`src/rtl/mem_arb_pkg.sv`:
```
// Shared types and default widths for the BRAM arbiter and its round-robin picker.
package mem_arb_pkg;

  localparam int DEF_NUM_REQ      = 2;
  localparam int DEF_ADDR_W       = 16;
  localparam int DEF_DATA_W       = 32;
  localparam int DEF_READ_LATENCY = 2;

  // Ids are sized for the largest supported requester count so one type fits every instance.
  localparam int MAX_REQ = 8;
  localparam int ID_W    = $clog2(MAX_REQ);

  typedef logic [ID_W-1:0] req_id_t;

  typedef struct packed {
    logic    valid;
    req_id_t id;
  } stage_t;

endpackage

```
`src/rtl/rr_grant.sv`:
```
// Round-robin pick: first active request at or above rr_ptr, wrapping; rr_ptr moves past each winner.
module rr_grant
  import mem_arb_pkg::*;
#(
  parameter int NUM_REQ = DEF_NUM_REQ
) (
  input  logic               clk_in,
  input  logic               rst_in,
  input  logic [NUM_REQ-1:0] req,
  input  logic               fire,
  output logic [NUM_REQ-1:0] grant,
  output req_id_t            grant_idx
);

  req_id_t rr_ptr;
  logic    found;

  // NOTE: every output gets a default before the search, so no latch is inferred.
  always_comb begin
    grant     = '0;
    grant_idx = '0;
    found     = 1'b0;
    for (int k = 0; k < NUM_REQ; k++) begin
      for (int i = 0; i < NUM_REQ; i++) begin
        if (!found && req[i] && (((int'(rr_ptr) + k) % NUM_REQ) == i)) begin
          grant[i]  = 1'b1;
          grant_idx = req_id_t'(i);
          found     = 1'b1;
        end
      end
    end
  end

  // NOTE: state registers use non-blocking assignments so every flop samples pre-edge values.
  always_ff @(posedge clk_in or posedge rst_in) begin
    if (rst_in) begin
      rr_ptr <= '0;
    end else if (fire) begin
      rr_ptr <= (grant_idx == req_id_t'(NUM_REQ - 1)) ? '0 : grant_idx + 1'b1;
    end
  end

endmodule

```
`src/rtl/mem_arbiter.sv`:
```
// Round-robin arbiter sharing one fixed-latency BRAM port; routes each response back to its issuer.
module mem_arbiter
  import mem_arb_pkg::*;
#(
  parameter int NUM_REQ      = DEF_NUM_REQ,
  parameter int ADDR_W       = DEF_ADDR_W,
  parameter int DATA_W       = DEF_DATA_W,
  parameter int READ_LATENCY = DEF_READ_LATENCY
) (
  input  logic                                clk_in,
  input  logic                                rst_in,
  input  logic [NUM_REQ-1:0]                  req_valid,
  output logic [NUM_REQ-1:0]                  req_ready,
  input  logic [NUM_REQ-1:0]                  req_we,
  input  logic [NUM_REQ-1:0][ADDR_W-1:0]      req_addr,
  input  logic [NUM_REQ-1:0][DATA_W-1:0]      req_wdata,
  input  logic [NUM_REQ-1:0][DATA_W/8-1:0]    req_wstrb,
  output logic [NUM_REQ-1:0]                  rsp_valid,
  output logic [DATA_W-1:0]                   rsp_rdata,
  output logic                                mem_en,
  output logic [DATA_W/8-1:0]                 mem_we,
  output logic [ADDR_W-1:0]                   mem_addr,
  output logic [DATA_W-1:0]                   mem_wdata,
  input  logic [DATA_W-1:0]                   mem_rdata
);

  localparam int STRB_W = DATA_W / 8;

  logic [NUM_REQ-1:0] req;
  logic [NUM_REQ-1:0] grant;
  req_id_t            grant_idx;
  logic               fire;
  logic [ADDR_W-1:0]  addr_q;
  logic [DATA_W-1:0]  wdata_q;
  stage_t             pipe [READ_LATENCY];

  // Nothing is granted while reset is asserted.
  assign req = req_valid & {NUM_REQ{~rst_in}};

  rr_grant #(.NUM_REQ(NUM_REQ)) u_rr_grant (
    .clk_in    (clk_in),
    .rst_in    (rst_in),
    .req       (req),
    .fire      (fire),
    .grant     (grant),
    .grant_idx (grant_idx)
  );

  assign fire      = |grant;
  assign req_ready = grant;
  assign mem_en    = fire;

  // One-hot grant steers the winner's payload; idle cycles replay the last address/data.
  always_comb begin
    mem_addr  = addr_q;
    mem_wdata = wdata_q;
    mem_we    = '0;
    for (int i = 0; i < NUM_REQ; i++) begin
      if (grant[i]) begin
        mem_addr  = req_addr[i];
        mem_wdata = req_wdata[i];
        mem_we    = req_we[i] ? req_wstrb[i] : {STRB_W{1'b0}};
      end
    end
  end

  // NOTE: the address/data hold registers are pure datapath and carry no reset.
  always_ff @(posedge clk_in) begin
    if (fire) begin
      addr_q  <= mem_addr;
      wdata_q <= mem_wdata;
    end
  end

  // Owner tracking shifts in lockstep with the BRAM read pipeline.
  always_ff @(posedge clk_in or posedge rst_in) begin
    if (rst_in) begin
      for (int s = 0; s < READ_LATENCY; s++) pipe[s] <= '0;
    end else begin
      pipe[0] <= '{valid: fire, id: grant_idx};
      for (int s = 1; s < READ_LATENCY; s++) pipe[s] <= pipe[s-1];
    end
  end

  always_comb begin
    rsp_valid = '0;
    for (int i = 0; i < NUM_REQ; i++) begin
      rsp_valid[i] = pipe[READ_LATENCY-1].valid && (pipe[READ_LATENCY-1].id == req_id_t'(i));
    end
  end

  assign rsp_rdata = mem_rdata;

endmodule

```
`config.mk`:
```
export PLATFORM = sky130hd
export DESIGN_NAME = mem_arbiter
export DESIGN_NICKNAME = d
export VERILOG_FILES = /design/src/rtl/mem_arb_pkg.sv /design/src/rtl/rr_grant.sv /design/src/rtl/mem_arbiter.sv
export SDC_FILE = /design/constraint.sdc
export NUM_CORES = 1
export LEC_CHECK = 0
export ABC_CLOCK_PERIOD_IN_PS = 1400
export BUFFER_PORTS_ARGS = -buffer_cell sky130_fd_sc_hd__buf_4
export CAP_MARGIN = 20
export CORE_ASPECT_RATIO = 0.6
export CORE_MARGIN = 10
export CORE_UTILIZATION = 35
export CTS_CLUSTER_SIZE = 28
export DETAILED_ROUTE_END_ITERATION = 8
export GPL_ROUTABILITY_DRIVEN = 0
export HOLD_SLACK_MARGIN = 0.02
export PLACE_DENSITY_LB_ADDON = 0.3
export SLEW_MARGIN = 25
export SYNTH_ARGS = -nofsm -noshare
export SYNTH_HDL_FRONTEND = slang
export SYNTH_SLANG_ARGS = --single-unit
```
`constraint.sdc`:
```
create_clock -name clk_in -period 1.4 [get_ports clk_in]
set_input_delay 0.28 -clock clk_in [delete_from_list [all_inputs] [get_ports clk_in]]
set_output_delay 0.28 -clock clk_in [all_outputs]
set_load 0.05 [all_outputs]
```
Word-level counts from Yosys, hierarchy flattened. Cells that the tools add are included.

Register bits: 57. Bits in latches: 0. Memory bits (writable): 0. Memory bits (read-only): 0. Output and inout bits: 89. Logic and storage cells: 49. Memories: 0.

Add/sub/neg operators: 2. $mul: 0. Divide/modulo/power cells: 0. $lt $le $gt $ge: 0. Equal/unequal tests: 3. Shifts and indexed selects: 0. Muxes and demuxes: 18. Bitwise logic cells: 3. Reduce and logical (&&, ||, !) cells: 16.

Operator list (number): logical NOT 32 bit (2); 2-to-1 mux 32 bit (2); 2-to-1 mux 16 bit (2); 2-to-1 mux 4 bit (4); 2-to-1 mux 1 bit (10); logical AND 1 bit (9); equality test 3 x 1 -> 1 bit (second input constant) (1); logical NOT 1 bit (3); logical NOT 3 bit (1); adder 1 bit (second input constant) (2); bitwise AND 2 bit (1); equality test 2 bit (second input constant) (1); OR reduction 2 bit (1); bitwise AND 1 bit (first input constant) (1); equality test 1 bit (second input constant) (1); inverter 1 bit (1).

Logic depth before layout (Yosys ltp). Gate-level depths: netlist of run 1.

Word-level depth: 18. Depth in mapped cells: 5.

Modules after synthesis. From an unflattened synthesis of run 1, not the netlist that was laid out.

Cell total of the unflattened synthesis: 278. Area total of the unflattened synthesis: 3130.5 um^2.

Modules (own cells, without submodules): mem_arbiter (times used 1, cells each 267, area an instance 3024.2 um^2); rr_grant (times used 1, cells each 11, area an instance 106.4 um^2).

Least setup slack after synthesis of run 1. Ideal clock, no wire load.

Path kind: register to output. Start: register u_rr_grant.rr_ptr[0]. End: output mem_we[0]. Data arrival time: 1.462 ns. Required time: 1.120 ns. Setup slack: -0.342 ns. Stages on the path, launching flop included: 6. Path buffers: 1. Cells stage by stage: dfrtp_1 > nand2b_1 > nand3_2 > buf_4 > inv_2 > a32o_1.

Word-level cells in the longest chain between the ends: 16. Elaborated cells on any way between the ends: 23.

Ends and longest elaborated chain: from (decl) (RTL line rr_grant.sv:15) `req_id_t rr_ptr;`; from (signal assigned) (RTL line rr_grant.sv:39) `rr_ptr <= (grant_idx == req_id_t'(NUM_REQ - 1)) ? '0 : grant_idx + 1'b1;`; logical NOT 32 bit (RTL line rr_grant.sv:25) `if (!found && req[i] && (((int'(rr_ptr) + k) % NUM_REQ) == i)) begin`; logical AND 1 bit (RTL line rr_grant.sv:25); 2-to-1 mux 1 bit (RTL line rr_grant.sv:25); logical NOT 1 bit (RTL line rr_grant.sv:25); logical AND 1 bit (2 in series) (RTL line rr_grant.sv:25); 2-to-1 mux 1 bit (RTL line rr_grant.sv:25); logical NOT 1 bit (RTL line rr_grant.sv:25); logical AND 1 bit (2 in series) (RTL line rr_grant.sv:25); 2-to-1 mux 1 bit (RTL line rr_grant.sv:25); logical NOT 1 bit (RTL line rr_grant.sv:25); logical AND 1 bit (2 in series) (RTL line rr_grant.sv:25); 2-to-1 mux 1 bit * (RTL line rr_grant.sv:25); net req_ready[1] (RTL line mem_arbiter.sv:13) `output logic [NUM_REQ-1:0] req_ready,`; 2-to-1 mux 4 bit * (RTL line mem_arbiter.sv:59) `if (grant[i]) begin`; to (decl) (RTL line mem_arbiter.sv:21) `output logic [DATA_W/8-1:0] mem_we,`.

The timed path passes the listed nets; every way through them passes the cells marked *.

Worst setup path after layout of run 1.
Start: register u_rr_grant.rr_ptr[0]. End: output mem_wdata[2].

Word-level cells in the longest chain between the ends: 16. Elaborated cells on any way between the ends: 23.

Ends and longest elaborated chain: logical NOT 32 bit (RTL line rr_grant.sv:25); logical AND 1 bit (RTL line rr_grant.sv:25); 2-to-1 mux 1 bit (RTL line rr_grant.sv:25); logical NOT 1 bit (RTL line rr_grant.sv:25); logical AND 1 bit (2 in series) (RTL line rr_grant.sv:25); 2-to-1 mux 1 bit (RTL line rr_grant.sv:25); logical NOT 1 bit (RTL line rr_grant.sv:25); logical AND 1 bit (2 in series) (RTL line rr_grant.sv:25); 2-to-1 mux 1 bit (RTL line rr_grant.sv:25); logical NOT 1 bit (RTL line rr_grant.sv:25); logical AND 1 bit (2 in series) (RTL line rr_grant.sv:25); 2-to-1 mux 1 bit (RTL line rr_grant.sv:25); 2-to-1 mux 32 bit * (RTL line mem_arbiter.sv:59); to (decl) (RTL line mem_arbiter.sv:23) `output logic [DATA_W-1:0] mem_wdata,`.

Mark *: on every way between the ends. The rest lies on a longest branch, timed or not.

==> results of run 1 <==
-- worst max-delay path by stage --
stage	startpoint	to	slack, ps	cells after the start
finish	u_rr_grant.rr_ptr[0]$_DFFE_PP0P_	mem_wdata[2]	-440	5
global route	u_rr_grant.rr_ptr[0]$_DFFE_PP0P_	mem_wdata[19]	-500	5
CTS	u_rr_grant.rr_ptr[0]$_DFFE_PP0P_	mem_addr[6]	-440	5
detailed placement	req_valid[1]	mem_wdata[10]	-220	6
global placement	req_valid[1]	mem_wdata[22]	-190	6
floorplan	u_rr_grant.rr_ptr[0]$_DFFE_PP0P_	mem_addr[10]	-30	4
-- what timing repair did --
action | 4_1_cts | 5_1_grt
hold buffers | 0 | 0
pin swaps | 0 | 0
endpoints found under the setup margin | 81 | 94
gates resized for setup | 88 | 5
-- synthesized netlist by cell type --
cell type,instances
sky130_fd_sc_hd__a32o_1,4
sky130_fd_sc_hd__and2_1,1
sky130_fd_sc_hd__and4_1,1
sky130_fd_sc_hd__buf_2,14
sky130_fd_sc_hd__buf_4,33
sky130_fd_sc_hd__dfrtp_1,5
sky130_fd_sc_hd__edfxtp_1,48
sky130_fd_sc_hd__inv_2,5
sky130_fd_sc_hd__nand2_1,3
sky130_fd_sc_hd__nand2b_1,49
sky130_fd_sc_hd__nand3_1,1
sky130_fd_sc_hd__nand3_2,1
sky130_fd_sc_hd__nor2b_1,1
sky130_fd_sc_hd__o21bai_1,1
sky130_fd_sc_hd__o221a_1,48
-- worst max-delay path, delay by kind of cell (launching register included) --
family / cells / cell delay [ps]
DFF: 1 / 410
AOI/OAI and AO/OA: 1 / 300
and+or+nand+nor: 2 / 220
buffers and inverters: 2 / 340
-- per-stage QoR --
step            util  power [W]  instances
6_report       0.619    0.00512        490
3_3_place_gp   0.547    0.00373        482
2_1_floorplan      -    0.00325        215
4_1_cts        0.614    0.00515        490
5_1_grt        0.619    0.00535        490
3_5_place_dp   0.547    0.00376        482
-- report_power, final --
group | switching (W) | leakage (nW) | total (W) | internal [W]
sequential | 0.0000256 | 0.514 | 0.00191 | 0.00188
combinational | 0.00110 | 1.51 | 0.00206 | 0.000956
clock | 0.000485 | 0.0652 | 0.00115 | 0.000666
total | 0.00161 | 2.09 | 0.00512 | 0.00351
-- registers in the layout, indices dropped and copies added, names as in the netlist --
name	cells
addr_q	16
u_rr_grant.rr_ptr	1
wdata_q	32
pipe	4
-- kinds of logic (layout without fill, tap and decap cells) --
group | after synthesis | after routing | synth area share
simple gates | 57 | 57 | 0.124
buf+inv | 52 | 219 | 0.118
flops | 53 | 53 | 0.551
compound gates | 53 | 53 | 0.207
-- routing by layer --
metal | vias to the layer above | GRT usage
met1 | 1171 | 0.172
met3 | 4 | 0.0706
met2 | 107 | 0.238
met4 | 0 | 0.0239
met5 | - | 0
li1 | 1156 | -
-- layout make-up --
type	count	area, um2	area share
Sequential cell	53	1570	0.321
Timing Repair Buffer	206	1870	0.384
Inverter	5	31.3	0.00641
Multi-Input combinational cell	110	1140	0.233
Clock buffer	8	136	0.0280
Tap cell	108	135	0.0277
==> results.md, run 1 <==
- Result of the run: finished with violations
- Violated checks: negative setup slack
- Required arrival time at the worst endpoint: 1120 ps
- Sum of routed wire length over all layers: 9380 um
- Standard cell area after detailed placement: between 0.004 and 0.005 mm2
- Std-Cell Core Area: slightly below 0.008 mm2
- Die X: around 140 um
- IR Drop Worst-Case VDD: 0.000572 V
- I/O Buffers: roughly 170
- Post-Synthesis Mean Instance Area: 13.2 um2
- Vias post-DR: 2438
- Setup Slack @ Placement: -221 ps
- Via count of the first global-routing pass: 2719
- First-pass GRT wire length: 14600 um
- Crit share post-route: 1.32
- Final ANT Viol Nets: 0
- Slew Limit Headroom: 0.839
- I/O pin total: approximately 230
- DRT Pass-1 Iters: 4
- Yosys warns: 0
- Die Y: between 80 and 90 um
- Summed instance area of the synthesized netlist: 0.00285 mm2
- Library cell with the largest summed area after synthesis: sky130_fd_sc_hd__edfxtp_1
- Number of different library cells in the post-synthesis netlist: 15
- Critical path cell sequence: nand2_2 -> nand3_4 -> buf_12 -> o221a_2 -> buf_6
- Final Instance Area: roughly 0.005 mm2
- Leakage dissipation: 2.09 nW
- R2r setup slk: -100 ps
- Average wire per standard cell: roughly 19 um
- Number of CTS-inserted buffers: 5
- Cell count after synthesis: 215
- Area growth from synthesis to layout: 71.4%
- Most frequent cells in the layout: sky130_fd_sc_hd__buf_4 (132), sky130_fd_sc_hd__buf_6 (67), sky130_fd_sc_hd__nand2b_1 (48), sky130_fd_sc_hd__edfxtp_1 (48), sky130_fd_sc_hd__o221a_2 (31)
- Worst clock skew on the final layout: 2.77 ps
- Pins Over Slew Limit: 0
- Type of the tightest min-delay check: in2async
- Depth of the most critical reg-to-reg path: 5
- Overflow after GRT: 0
- Transition time at the pin with the least slew margin: 241 ps
- Share of post-route cells with drive strength above 1: 0.715
- Most common library cell in the layout ignoring fill and taps: sky130_fd_sc_hd__buf_4
- Worst-Skew Late Latency: 280 ps
- Highest metal layer with signal wires: met4
- Final Hold Violating Endpoints: 0
- Post-CTS Setup Repair Bufs: 0
- FILL cells: 649
- First DRT Iteration DRCs: 116
- Net count of the mapped netlist: between 300 and 400
- Routed wire length on met3: 1020 um
- Max_cap viols: 0
- Post-layout minimum cycle time: ~1800 ps
- Maximum level of the CTS H-tree: 2
- Final WS setup: -443 ps
- Sum Neg Setup Slack: -23690 ps
- Worst Setup Start Kind: flip-flop
- Wire length the detailed router placed on met1: just under 4000 um
- Number of flip-flops and latches in the synthesized netlist: 53
- Unrepaired setup endpoints after global routing: yes
- Effective utilization at floorplan: 0.361
- Cell at the slowest stage of the critical path: sky130_fd_sc_hd__dfrtp_1
- Die area: 0.0123 mm2
- Critical Path AT: 1560 ps
- Worst Setup Path Type: reg2out
- Delay of the slowest cell on the worst path: slightly above 400 ps
- Final HPWL from detailed placement: 7130 um
- Maximum fanout along the worst path: 22
- Critical R2R Capture: wdata_q[2]$_DFFE_PP_
- Detailed route wirelength on metal2: 4410 um
- Worst hold slack across all endpoints: around 54 ps
- Residual DRC count: 0
- Antenna violations before repair: 0
- Number of setup violations in the final report: 81
- Master cell of the clock root buffer: sky130_fd_sc_hd__clkbuf_16
- Clock-pin transition on the worst setup and hold timing paths: approximately 60 ps
- Upper clock frequency limit: ~540 MHz
- All-Layer GR Usage: 0.146
- Portion of the post-synthesis area used by sequential elements: 0.551
- Number of antenna cells inserted: 0
- Clock tree from TritonCTS: built
- Setup crit end kind: output pin
- Total power density per cell area: between 1000 and 1500 mW/mm2
- Maximum number of pins on one net before global-route repair: 37
- Buffer depth of the longest clock path: 2
- Reg-to-Reg Start: u_rr_grant.rr_ptr[0]$_DFFE_PP0P_
- Average vias per placed instance: around 5
- Main area contributors after synthesis: sky130_fd_sc_hd__edfxtp_1 (51%), sky130_fd_sc_hd__o221a_1 (19%), sky130_fd_sc_hd__nand2b_1 (11%), sky130_fd_sc_hd__buf_4 (8.7%), sky130_fd_sc_hd__dfrtp_1 (4.4%)
- Total number of placement rows: 25
- Area share of the largest cell type after synthesis: 0.507
- Number of nets at the end of the flow: 523
- TritonCTS Sinks: 53
(Power assumes the default switching activity.)
==> inputs of run 2 (changes only) <==
- PLACE_DENSITY: default -> 0.76
- PLACE_DENSITY_LB_ADDON: 0.3 -> default
==> results.md, run 2 (synthesized netlist as in run 1, its figures left out) <==
- Max FFs per register: 32
- Number of setup violations in the final report: between 70 and 80
- Depth of the most critical reg-to-reg path: 5
- Clock tree from TritonCTS: built
- Overflow after GRT: 0
- Buffer depth of the longest clock path: 2
- Sum Neg Setup Slack: -24610 ps
- Number of nets at the end of the flow: 514
- Type of the tightest min-delay check: in2async
- Switching Fraction: 0.318
- FILL cells: ~610
- Reg-to-Reg Start: u_rr_grant.rr_ptr[0]$_DFFE_PP0P_
- Worst clock skew on the final layout: 4.31 ps
- Post-CTS Setup Repair Bufs: 0
- First-pass GRT wire length: ~14000 um
- Required arrival time at the worst endpoint: 1120 ps
- Number of CTS-inserted buffers: 5
- Total number of placement rows: 25
- Average vias per placed instance: 5.04
- Combinational power share: 0.403
- Critical path cell sequence: nand2_2 -> nand3_4 -> buf_12 -> o221a_2 -> buf_6
- Total chip power: 0.00524 W
- Worst setup path startpoint: u_rr_grant.rr_ptr[0]$_DFFE_PP0P_
- Sequential fraction of design power: 0.364
- TritonCTS Sinks: between 50 and 60
- Setup crit end kind: output pin
- R2r setup slk: -90 ps
- Total power density per cell area: 1040 mW/mm2
- Final Non-Filler Cells: 480
- Final HPWL from detailed placement: 6950 um
- Share of post-route cells with drive strength above 1: 0.715
- Delay of the slowest cell on the worst path: 400 ps
- Worst Setup Start Kind: flip-flop
- Die X: about 140 um
- Final design utilization: 0.636
- Clk pwr share: 0.233
- Antenna violations before repair: 0
- Transition time at the pin with the least slew margin: 226 ps
- Final WS setup: -469 ps
- Max_cap viols: 0
- Clock-pin transition on the worst setup and hold timing paths: 70 ps
- Sw Pwr: ~0.0017 W
- Maximum level of the CTS H-tree: 2
- Vias post-DR: 2419
- Effective utilization at floorplan: 0.361
- Final Hold Violating Endpoints: 0
- IR Drop Worst-Case VDD: around 0.00054 V
- Average wire per standard cell: 19.7 um
- Upper clock frequency limit: 535 MHz
- Critical R2R Capture: wdata_q[15]$_DFFE_PP_
- Result of the run: finished with violations
- Std-Cell Core Area: 0.00788 mm2
- Most frequent cells in the layout: sky130_fd_sc_hd__buf_4 (118), sky130_fd_sc_hd__buf_6 (70), sky130_fd_sc_hd__nand2b_1 (48), sky130_fd_sc_hd__edfxtp_1 (48), sky130_fd_sc_hd__o221a_4 (33)
- Maximum fanout along the worst path: 16
- Sum of routed wire length over all layers: 9440 um
- I/O pin total: 231
- DRT Pass-1 Iters: 4
- First DRT Iteration DRCs: between 90 and 100
- Critical Path AT: between 1500 and 2000 ps
- Registers with the most flip-flops: wdata_q (32), addr_q (16), pipe (4)
- Die area: between 0.01 and 0.015 mm2
- Maximum number of pins on one net before global-route repair: 30
- Pins Over Slew Limit: 0
- Unrepaired setup endpoints after global routing: yes
- Slew Limit Headroom: 0.849
- Total instance count after detailed placement: 472
- Cell-internal power: 0.00357 W
- Via count of the first global-routing pass: 2678
- Cell at the slowest stage of the critical path: sky130_fd_sc_hd__dfrtp_1
- Worst-Skew Late Latency: approximately 280 ps
- Number of antenna cells inserted: 0
- I/O Buffers: 166
- Biggest register: wdata_q
- Master cell of the clock root buffer: sky130_fd_sc_hd__clkbuf_16
- Area growth from synthesis to layout: 76.2%
- Residual DRC count: 0
- Worst Setup Path Type: reg2out
- Most common library cell in the layout ignoring fill and taps: sky130_fd_sc_hd__buf_4
- Crit share post-route: 1.34
- Final ANT Viol Nets: 0
- Leakage dissipation: 2.12 nW
- All-Layer GR Usage: 0.143
- Die Y: 89.8 um
- Violated checks: negative setup slack
- Post-layout minimum cycle time: 1870 ps
run 2: area by class of cell:
| cell class | instances | area, um2 | area share |
|---|---|---|---|
| inverters | 5 | 31.3 | 0.00624 |
| clock inverters | 1 | 7.51 | 0.00150 |
| repair buffers | 197 | 1860 | 0.370 |
| clock buffers | 6 | 139 | 0.0277 |
| well taps | 108 | 135 | 0.0270 |
| flip-flops and latches | 53 | 1570 | 0.312 |
| multi-input cells | 110 | 1280 | 0.255 |
run 2: repair_timing:
action,CTS,global route
resized for setup,73,36
gates cloned,1,0
hold buffers,0,0
setup endpoints to repair,71,95
pin swaps,1,0
run 2: per-layer routing:
layer / up-vias / track usage / wire length (um)
met2: 125 / 0.234 / 4530
met1: 1151 / 0.170 / 3870
met4: 0 / 0.0221 / 68
li1: 1135 / - / -
met3: 8 / 0.0661 / 971
met5: - / 0 / 0
run 2: stage by stage:
step / hold WS [ps] / setup WS [ps] / cell area [um2]
after floorplan: 55.1 / -31.8 / 2900
after global placement: 321 / -194 / 4280
after detailed placement: 330 / -227 / 4280
after CTS: 48.2 / -495 / 4800
after global routing: 61.0 / -529 / 5010
final: 48.4 / -469 / 5010
run 2: worst max-delay path by stage:
| stage | to | depth (start not counted) |
|---|---|---|
| 3_3_place_gp | mem_wdata[8] | 6 |
| 6_report | mem_wdata[3] | 5 |
| 4_1_cts | mem_addr[9] | 5 |
| 2_1_floorplan | mem_addr[10] | 4 |
| 3_5_place_dp | mem_addr[9] | 6 |
| 5_1_grt | mem_wdata[3] | 5 |
run 2: worst max-delay path: cells and delay by family, from the launching register on:
kind / cells / cell delay, ps
flops: 1 / 400
simple gates: 2 / 230
compound gates: 1 / 300
buf+inv: 2 / 370
run 2: power by group through the flow:
stage          Clock, W  Sequential (W)  Combinational (W)
2_1_floorplan         0         0.00193            0.00131
3_3_place_gp          0         0.00194            0.00176
3_5_place_dp          0         0.00194            0.00178
4_1_cts         0.00126         0.00191            0.00200
5_1_grt         0.00134         0.00192            0.00221
6_report        0.00122         0.00191            0.00211
==> inputs of run 3 (changes only) <==
- GPL_TIMING_DRIVEN: default -> 0
==> results.md, run 3 (synthesized netlist as in run 1, its figures left out) <==
- Antenna violations before repair: 0
- Type of the tightest min-delay check: reg2reg
- Max_cap viols: 0
- Total power density per cell area: about 1000 mW/mm2
- All-Layer GR Usage: 0.161
- Via count of the first global-routing pass: 2861
- Number of setup violations in the final report: 72
- Number of CTS-inserted buffers: 5
- Die Y: about 90 um
- Biggest register: wdata_q
- TritonCTS Sinks: 53
- Most frequent cells in the layout: sky130_fd_sc_hd__buf_4 (180), sky130_fd_sc_hd__nand2b_1 (48), sky130_fd_sc_hd__edfxtp_1 (48)
- Clock tree from TritonCTS: built
- Effective utilization at floorplan: 0.361
- FILL cells: 575
- Registers with the most flip-flops: wdata_q (32), addr_q (16), pipe (4)
- Number of nets at the end of the flow: 570
- Final WS setup: -492 ps
- Cell at the slowest stage of the critical path: sky130_fd_sc_hd__dfrtp_1
- Sum Neg Setup Slack: -24560 ps
- Share of post-route cells with drive strength above 1: 0.748
- Vias post-DR: 2621
- Clk pwr share: 0.215
- Transition time at the pin with the least slew margin: 238 ps
- Required arrival time at the worst endpoint: 1120 ps
- Worst clock skew on the final layout: 5.05 ps
- Final Instance Area: 0.00549 mm2
- Worst Setup Start Kind: flip-flop
- Worst-Skew Late Latency: 290 ps
- Sum of routed wire length over all layers: 11000 um
- Die area: 0.0123 mm2
- Area growth from synthesis to layout: 92.9%
- Worst Setup Path Type: reg2out
- Total chip power: 0.00551 W
- Maximum fanout along the worst path: 9
- Final HPWL from detailed placement: 8380 um
- Unrepaired setup endpoints after global routing: yes
- I/O Buffers: 198
- Final ANT Viol Nets: 0
- Combinational power share: 0.439
- Most common library cell in the layout ignoring fill and taps: sky130_fd_sc_hd__buf_4
- Seq. cell area: 0.00157 mm2
- Residual DRC count: 0
- Sequential fraction of design power: 0.346
- Max FFs per register: 32
- Setup crit end kind: output pin
- Critical path cell sequence: nand2_2 -> nand3_4 -> buf_12 -> clkbuf_16 -> o221a_2 -> buf_6
- Maximum number of pins on one net before global-route repair: 51
- Upper clock frequency limit: 529 MHz
- Std-Cell Core Area: around 0.0079 mm2
- Leakage dissipation: 2.40 nW
- Maximum level of the CTS H-tree: 2
- Area of the multi-input gates: 0.00131 mm2
- First DRT Iteration DRCs: 135
- Master cell of the clock root buffer: sky130_fd_sc_hd__clkbuf_16
- Final design utilization: 0.696
- Final Hold Violating Endpoints: 0
- Critical Path AT: 1610 ps
- Number of antenna cells inserted: 0
- Total number of placement rows: 25
- Pins Over Slew Limit: 0
- DRT Pass-1 Iters: 4
- Average vias per placed instance: 4.88
- Result of the run: finished with violations
- Hold Path Cell Cnt: 0
- Crit share post-route: 1.35
- IR Drop Worst-Case VDD: 0.000570 V
- Violated checks: negative setup slack
- Buffer depth of the longest clock path: 2
- I/O pin total: 231
- Slew Limit Headroom: 0.841
- Standard cell area after detailed placement: 0.00452 mm2
- Depth of the most critical reg-to-reg path: 5
- Post-layout minimum cycle time: 1890 ps
- Clock-pin transition on the worst setup and hold timing paths: 70 ps
- Cell-internal power: roughly 0.0036 W
- Switching Fraction: 0.342
- Sw Pwr: 0.00189 W
- Average wire per standard cell: roughly 20 um
- Die X: 136 um
- Delay of the slowest cell on the worst path: ~400 ps
- First-pass GRT wire length: 15700 um
- Overflow after GRT: 0
## run 3: repair_timing
action / CTS / global route
endpoints found under the setup margin: 151 / 90
hold endpoints to repair: 5 / 0
hold buffers: 1 / 0
resized for setup: 66 / 75
pin swaps: 1 / 2
gates cloned: 1 / 3
setup buffers: 2 / 1
## run 3: power groups by stage
stage                     clock, W  combinational [W]  sequential (W)
after CTS                  0.00123            0.00215         0.00191
after global placement           0            0.00197         0.00194
after global routing       0.00131            0.00253         0.00192
final                      0.00119            0.00242         0.00191
after detailed placement         0            0.00199         0.00194
after floorplan                  0            0.00131         0.00193
## run 3: metal layers
layer | track usage | up-vias | routed length [um] | part of all wire
met5 | 0 | - | 0 | 0
met4 | 0.0362 | 0 | 140 | 0.013
met3 | 0.0722 | 12 | 1090 | 0.099
met2 | 0.285 | 131 | 5570 | 0.51
met1 | 0.170 | 1230 | 4180 | 0.38
li1 | - | 1248 | - | -
## run 3: area by class of cell
type	instances	area share
sequential	53	0.285
inverter	5	0.00821
clock buffer	6	0.0235
tap	108	0.0246
buffer	47	0.0723
clock inverter	2	0.00274
multi-input combinational	110	0.239
timing repair buffer	206	0.344
## run 3: path summary, 6_finish.rpt
kind | start | endpoint | slack [ps]
min in group asynchronous | rst_in | pipe[4]$_DFF_PP0_ | 540
hold reg to reg | pipe[4]$_DFF_PP0_ | pipe[0]$_DFF_PP0_ | 350
max in group asynchronous | rst_in | pipe[0]$_DFF_PP0_ | 660
hold / removal | pipe[4]$_DFF_PP0_ | pipe[0]$_DFF_PP0_ | 350
setup reg to reg | u_rr_grant.rr_ptr[0]$_DFFE_PP0P_ | addr_q[8]$_DFFE_PP_ | -20
setup / recovery | u_rr_grant.rr_ptr[0]$_DFFE_PP0P_ | mem_addr[9] | -490
## run 3: through the flow
step	std cells	setup WS [ps]	hold slack (ps)
after floorplan	215	-31.8	55.1
after global placement	521	-558	195
after detailed placement	521	-526	202
after CTS	533	-506	344
after global routing	537	-548	344
final	537	-492	352
## run 3: worst max-delay path, delay by kind of cell, from the launching register on
| kind | cells | cell delay (ps) |
|---|---|---|
| DFF | 1 | 400 |
| AOI/OAI and AO/OA | 1 | 280 |
| buffers and inverters | 3 | 480 |
| and+or+nand+nor | 2 | 170 |
